File: src/rtl/countdown_timer_if.sv
// Control and status bundle for countdown_timer.
// master drives the controls, slave is the timer itself.
interface countdown_timer_if #(
   parameter int WIDTH = 8
);
   logic             i_load;
   logic [WIDTH-1:0] i_load_value;
   logic             i_start;
   logic             i_stop;
   logic             i_periodic;
   logic [WIDTH-1:0] o_value;
   logic             o_busy;
   logic             o_expired;

   modport master (
      output i_load, i_load_value, i_start,
      output i_stop, i_periodic,
      input  o_value, o_busy, o_expired
   );

   modport slave (
      input  i_load, i_load_value, i_start,
      input  i_stop, i_periodic,
      output o_value, o_busy, o_expired
   );
endinterface

File: src/rtl/countdown_timer.sv
// Loadable prescaled down-counter with one-shot or periodic
// expiry pulse and pause/resume.
module countdown_timer #(
   parameter int MAX_VALUE = 255,
   parameter int PRESCALE  = 1
) (
   input logic i_clk,
   input logic i_s_rst_n,
   countdown_timer_if.slave tmr
);
   localparam int WIDTH = $clog2(MAX_VALUE + 1);
   localparam int PW    = (PRESCALE > 1) ? $clog2(PRESCALE) : 1;

   typedef enum logic [1:0] {
      IDLE = 2'd0,
      RUN  = 2'd1,
      HOLD = 2'd2
   } state_e;

   state_e           state_q, state_d;
   logic [WIDTH-1:0] count_q, count_d;
   logic [WIDTH-1:0] reload_q, reload_d;
   logic [PW-1:0]    presc_q, presc_d;
   logic             expired_q, expired_d;
   logic [WIDTH-1:0] load_clamped;
   logic             running;
   logic             tick;
   logic             last;

   always_comb begin
      load_clamped = tmr.i_load_value;
      if (tmr.i_load_value > WIDTH'(MAX_VALUE))
         load_clamped = WIDTH'(MAX_VALUE);
   end

   // A run advances only when no higher-priority control is present.
   always_comb begin
      running = (state_q == RUN) && !tmr.i_load && !tmr.i_stop;
      tick    = running && (presc_q == PW'(PRESCALE - 1));
      last    = (count_q == WIDTH'(1));
   end

   always_ff @(posedge i_clk) begin
      if (!i_s_rst_n) begin
         state_q <= IDLE;
      end else begin
         state_q <= state_d;
      end
   end

   always_comb begin
      state_d = state_q;
      unique case (state_q)
         IDLE: begin
            if (!tmr.i_load && !tmr.i_stop && tmr.i_start
                && count_q != '0)
               state_d = RUN;
         end
         RUN: begin
            if (tmr.i_load)
               state_d = IDLE;
            else if (tmr.i_stop)
               state_d = HOLD;
            else if (tick && last && !tmr.i_periodic)
               state_d = IDLE;
         end
         HOLD: begin
            if (tmr.i_load)
               state_d = IDLE;
            else if (!tmr.i_stop && tmr.i_start)
               state_d = RUN;
         end
         default: state_d = IDLE;
      endcase
   end

   always_comb begin
      count_d   = count_q;
      reload_d  = reload_q;
      presc_d   = presc_q;
      expired_d = 1'b0;
      if (tmr.i_load) begin
         count_d  = load_clamped;
         reload_d = load_clamped;
         presc_d  = '0;
      end else if (state_q == IDLE && tmr.i_start
                   && !tmr.i_stop) begin
         presc_d = '0;
      end else if (running) begin
         presc_d = tick ? '0 : presc_q + PW'(1);
         if (tick) begin
            if (last) begin
               expired_d = 1'b1;
               count_d   = tmr.i_periodic ? reload_q : '0;
            end else begin
               count_d = count_q - WIDTH'(1);
            end
         end
      end
   end

   always_ff @(posedge i_clk) begin
      if (!i_s_rst_n) begin
         count_q   <= '0;
         reload_q  <= '0;
         presc_q   <= '0;
         expired_q <= 1'b0;
      end else begin
         count_q   <= count_d;
         reload_q  <= reload_d;
         presc_q   <= presc_d;
         expired_q <= expired_d;
      end
   end

   always_comb begin
      tmr.o_value   = count_q;
      tmr.o_busy    = (state_q == RUN);
      tmr.o_expired = expired_q;
   end
endmodule

File: src/flat_wrapper.sv
// flat-port wrapper written by rule: the top's interface ports become plain ports
module countdown_timer_flat 
#(
   parameter int MAX_VALUE = 255,
   parameter int PRESCALE  = 1
)
  (i_clk, i_s_rst_n, tmr_i_load, tmr_i_load_value, tmr_i_start, tmr_i_stop, tmr_i_periodic, tmr_o_value, tmr_o_busy, tmr_o_expired);
  countdown_timer_if #(.WIDTH(8)) tmr_i ();
  input logic i_clk;
  input logic i_s_rst_n;
  input wire logic [$bits(tmr_i.i_load)-1:0] tmr_i_load;
  input wire logic [$bits(tmr_i.i_load_value)-1:0] tmr_i_load_value;
  input wire logic [$bits(tmr_i.i_start)-1:0] tmr_i_start;
  input wire logic [$bits(tmr_i.i_stop)-1:0] tmr_i_stop;
  input wire logic [$bits(tmr_i.i_periodic)-1:0] tmr_i_periodic;
  output wire logic [$bits(tmr_i.o_value)-1:0] tmr_o_value;
  output wire logic [$bits(tmr_i.o_busy)-1:0] tmr_o_busy;
  output wire logic [$bits(tmr_i.o_expired)-1:0] tmr_o_expired;
  assign tmr_i.i_load = tmr_i_load;
  assign tmr_i.i_load_value = tmr_i_load_value;
  assign tmr_i.i_start = tmr_i_start;
  assign tmr_i.i_stop = tmr_i_stop;
  assign tmr_i.i_periodic = tmr_i_periodic;
  assign tmr_o_value = tmr_i.o_value;
  assign tmr_o_busy = tmr_i.o_busy;
  assign tmr_o_expired = tmr_i.o_expired;
  countdown_timer #(.MAX_VALUE(MAX_VALUE), .PRESCALE(PRESCALE)) u_core (.i_clk(i_clk), .i_s_rst_n(i_s_rst_n), .tmr(tmr_i));
endmodule
File: config.mk
export PLATFORM = sky130hd
export DESIGN_NAME = countdown_timer_flat
export DESIGN_NICKNAME = d
export VERILOG_FILES = /design/src/rtl/countdown_timer_if.sv /design/src/rtl/countdown_timer.sv /design/src/flat_wrapper.sv
export SDC_FILE = /design/constraint.sdc
export NUM_CORES = 1
export LEC_CHECK = 0
export CORE_MARGIN = 1
export CORE_UTILIZATION = 53
export DETAILED_ROUTE_END_ITERATION = 8
export GPL_ROUTABILITY_DRIVEN = 0
export PLACE_DENSITY = 0.83
export SKIP_CTS_REPAIR_TIMING = 1
export SLEW_MARGIN = 15
export SYNTH_ARGS = -nofsm -noshare
export SYNTH_HDL_FRONTEND = slang
export SYNTH_SLANG_ARGS = --single-unit
File: constraint.sdc
create_clock -name i_clk -period 3.1 [get_ports i_clk]
set_clock_uncertainty 0.2 [all_clocks]
set_input_delay 0.62 -clock i_clk [delete_from_list [all_inputs] [get_ports i_clk]]
set_output_delay 0.62 -clock i_clk [all_outputs]
set_load 0.05 [all_outputs]
==> metrics.yaml <==
run_status:
  status: "completed"
setup_path:
  crit_chain: "and2b_1 -> clkdlybuf4s50_1"
  critPathCaptureType: "output pin"
  cp.required_ns: 2.28
  r2r_start: "u_core.tmr.o_value[0]"
  crit_path_start_kind: "flop"
  worstRegToRegCells: 5
  arrival_ns: 1.74
  reg2reg_to: "u_core.tmr.o_value[1]"
  crit_fanout: 7
  slowest_delay_ns: 0.81
  worst_path_max_delay_cell: "clkdlybuf4s50_1"
  reg2reg_slack_ns: 0.73
  path_class: "flop to output pin"
cells_and_area:
  area_growth_pct: 28.3
  fin_nets: 175
  drive_gt1_frac: 0.0696
  n_antenna_cell: 0
timing:
  setup_viol: 0
  rsz0062_at_grt: "no"
  fmax_mhz: 390
  max_slew_margin: 0.667
  slew_violations: 0
  worstMarginPinSlew_ns: 0.498
  fin_setup_tns_ns: 0
  min_period_over_period: 0.827
  period_needed_ns: 2.56
  hold_viol: 0
  hold_slack_ns: 0.282
die:
  die_w_um: 48.4
  initial_utilization: 0.570
  fp.coreArea_um2: 2000
  fp.dieH_um: 48.4
  rows: 16
  ios: 24
  dieArea_um2: 2340
synth:
  synth-main-ff-cell: "dfxtp_1"
  yosys-top-cells-count: "20 x dfxtp_1, 12 x nand2_1, 9 x nor2_1, 9 x nor2b_1, 7 x mux2i_1"
  yosysMostFrequentCell: "dfxtp_1"
  syn-num-nets: 149
  ys_top_cells_by_area: "dfxtp_1 35%, mux2i_1 6.1%, nor2b_1 4.9%, nand2_1 3.9%, nor2_1 3.0%"
  synth_seq_cells: 20
  synth-edff-count: 0
  yosysSeqAreaShare: 0.351
  synth_warnings: 0
  syn-instance-count: 133
  yosysTopAreaCellShare: 0.351
  ys_types: 41
  async_flop_share: 0
  synth_area_um2: 1140
  synth_top_area_cell: "dfxtp_1"
  synth.avg_cell_area_um2: 8.58
clocking:
  path_clk_slew_ns: 0.12
  htreeDepth: 1
  cts_buffers: 3
  cts_tree: "done"
  clock_sinks: 20
  clk_path_buf_depth: 2
  root_buffer: "clkbuf_4"
  clock_latency_ns: 0.31
grt:
  grt_max_degree: 13
  grt_pass1_wl_mm: 4.71
  antenna_found_initial: 0
  grt_overflow_total: 0
  first_global_vias: 1009
  track_usage: 0.255
detailed_routing:
  drc: 0
  wl_met3_um: 193
  met2RoutedLength_mm: 1.28
  firstDrtPassIters: 4
  top_layer_used: "met4"
  wirelength_mm: 2.74
  vias: 1107
  wl_met1_mm: 1.24
  routed_via_density: 5.98
  first_iter_violations: 51
  ant_nets: 0
  detail_route.wl_per_cell_um: 14.8
hold_path:
  hp-start: "u_core.reload_q[1]"
  min_path_type: "flop to flop"
  whs_endpoint: "u_core.reload_q[1]"
  whs_path_depth: 2
power_and_ir_drop:
  p_leak_nw: 0.556
  powerDensity_nw_per_um2: 454
  ir_worst_vdd_mv: 0.339
placement:
  port_buffers: 23
  dp_hpwl_mm: 1.97
job:
  drv_cap: 0
[sequential cells by signal, indices dropped and copies added, names as in the netlist]
name,count
u_core.state_q,2
u_core.tmr.o_value,8
u_core.tmr.o_expired,1
u_core.reload_q,8
u_core.presc_q,1
[logic make-up (layout without fill, tap and decap cells)]
logic type      Yosys count  in the layout  synth area share
xor+xnor                  2              2            0.0154
compound gates           29             29             0.184
mux                       8              8            0.0713
buf+inv                  11             36            0.0373
fa+ha+maj                 2              2            0.0219
flops                    20             20             0.351
simple gates             61             61             0.319
[how the worst max path moves through the flow]
stage	startpoint	endpoint
after floorplan	u_core.tmr.o_value[0]	u_core.tmr.o_value[1]
after global placement	tmr_i_stop	u_core.tmr.o_value[6]
after detailed placement	tmr_i_stop	u_core.tmr.o_value[6]
after CTS	u_core.state_q[0]	tmr_o_busy
after global routing	u_core.state_q[0]	tmr_o_busy
final	u_core.state_q[0]	tmr_o_busy
[metal layers]
metal	vias to the layer above	global-route usage
met5	-	0
met4	0	0.0931
met3	5	0.0377
met2	46	0.404
met1	513	0.352
li1	543	-
[power by group]
group	internal, mW	total, mW	switching (mW)	leakage [nW]
clock	0.131	0.214	0.0828	0.0279
combinational	0.0703	0.162	0.0916	0.363
sequential	0.271	0.289	0.0180	0.165
total	0.473	0.665	0.192	0.556
[placed cells by master (no fill, tap or decap), types with 3 or more instances in the layout]
| cell type | count |
|---|---|
| clkdlybuf4s50_1 | 23 |
| dfxtp_1 | 20 |
| nand2_1 | 12 |
| nor2_1 | 9 |
| nor2b_1 | 9 |
| mux2i_1 | 7 |
| inv_1 | 5 |
| a21oi_1 | 5 |
| or3_1 | 4 |
| nor3_1 | 4 |
| nand3_1 | 4 |
| o31ai_1 | 4 |
| and3_1 | 4 |
| nor3b_1 | 4 |
| buf_4 | 4 |
| o21ai_0 | 3 |
| clkbuf_4 | 3 |
[worst max-delay path, delay by kind of cell, from the launching register on]
family | cells | cell delay (ns)
buffers and inverters | 1 | 0.81
DFF | 1 | 0.44
and+or+nand+nor | 1 | 0.20
[area by class of cell]
| cell class | instances | area (um^2) |
|---|---|---|
| Multi-Input combinational cell | 102 | 698 |
| Fill cell | 164 | 538 |
| Sequential cell | 20 | 400 |
| Timing Repair Buffer | 27 | 260 |
| Tap cell | 27 | 33.8 |
| Clock inverter | 1 | 30.0 |
| Clock buffer | 3 | 22.5 |
| Inverter | 5 | 18.8 |
[per-stage QoR]
step	std cells	util	power (mW)	area [um^2]	setup WS, ns
2_1_floorplan	133	-	0.398	1140	0.690
3_3_place_gp	181	0.705	0.452	1410	0.321
3_5_place_dp	181	0.705	0.455	1410	0.280
4_1_cts	185	0.731	0.665	1460	0.543
5_1_grt	185	0.731	0.692	1460	0.482
6_report	185	0.731	0.665	1460	0.537
No activity file was read; power rests on OpenSTA's default activity.
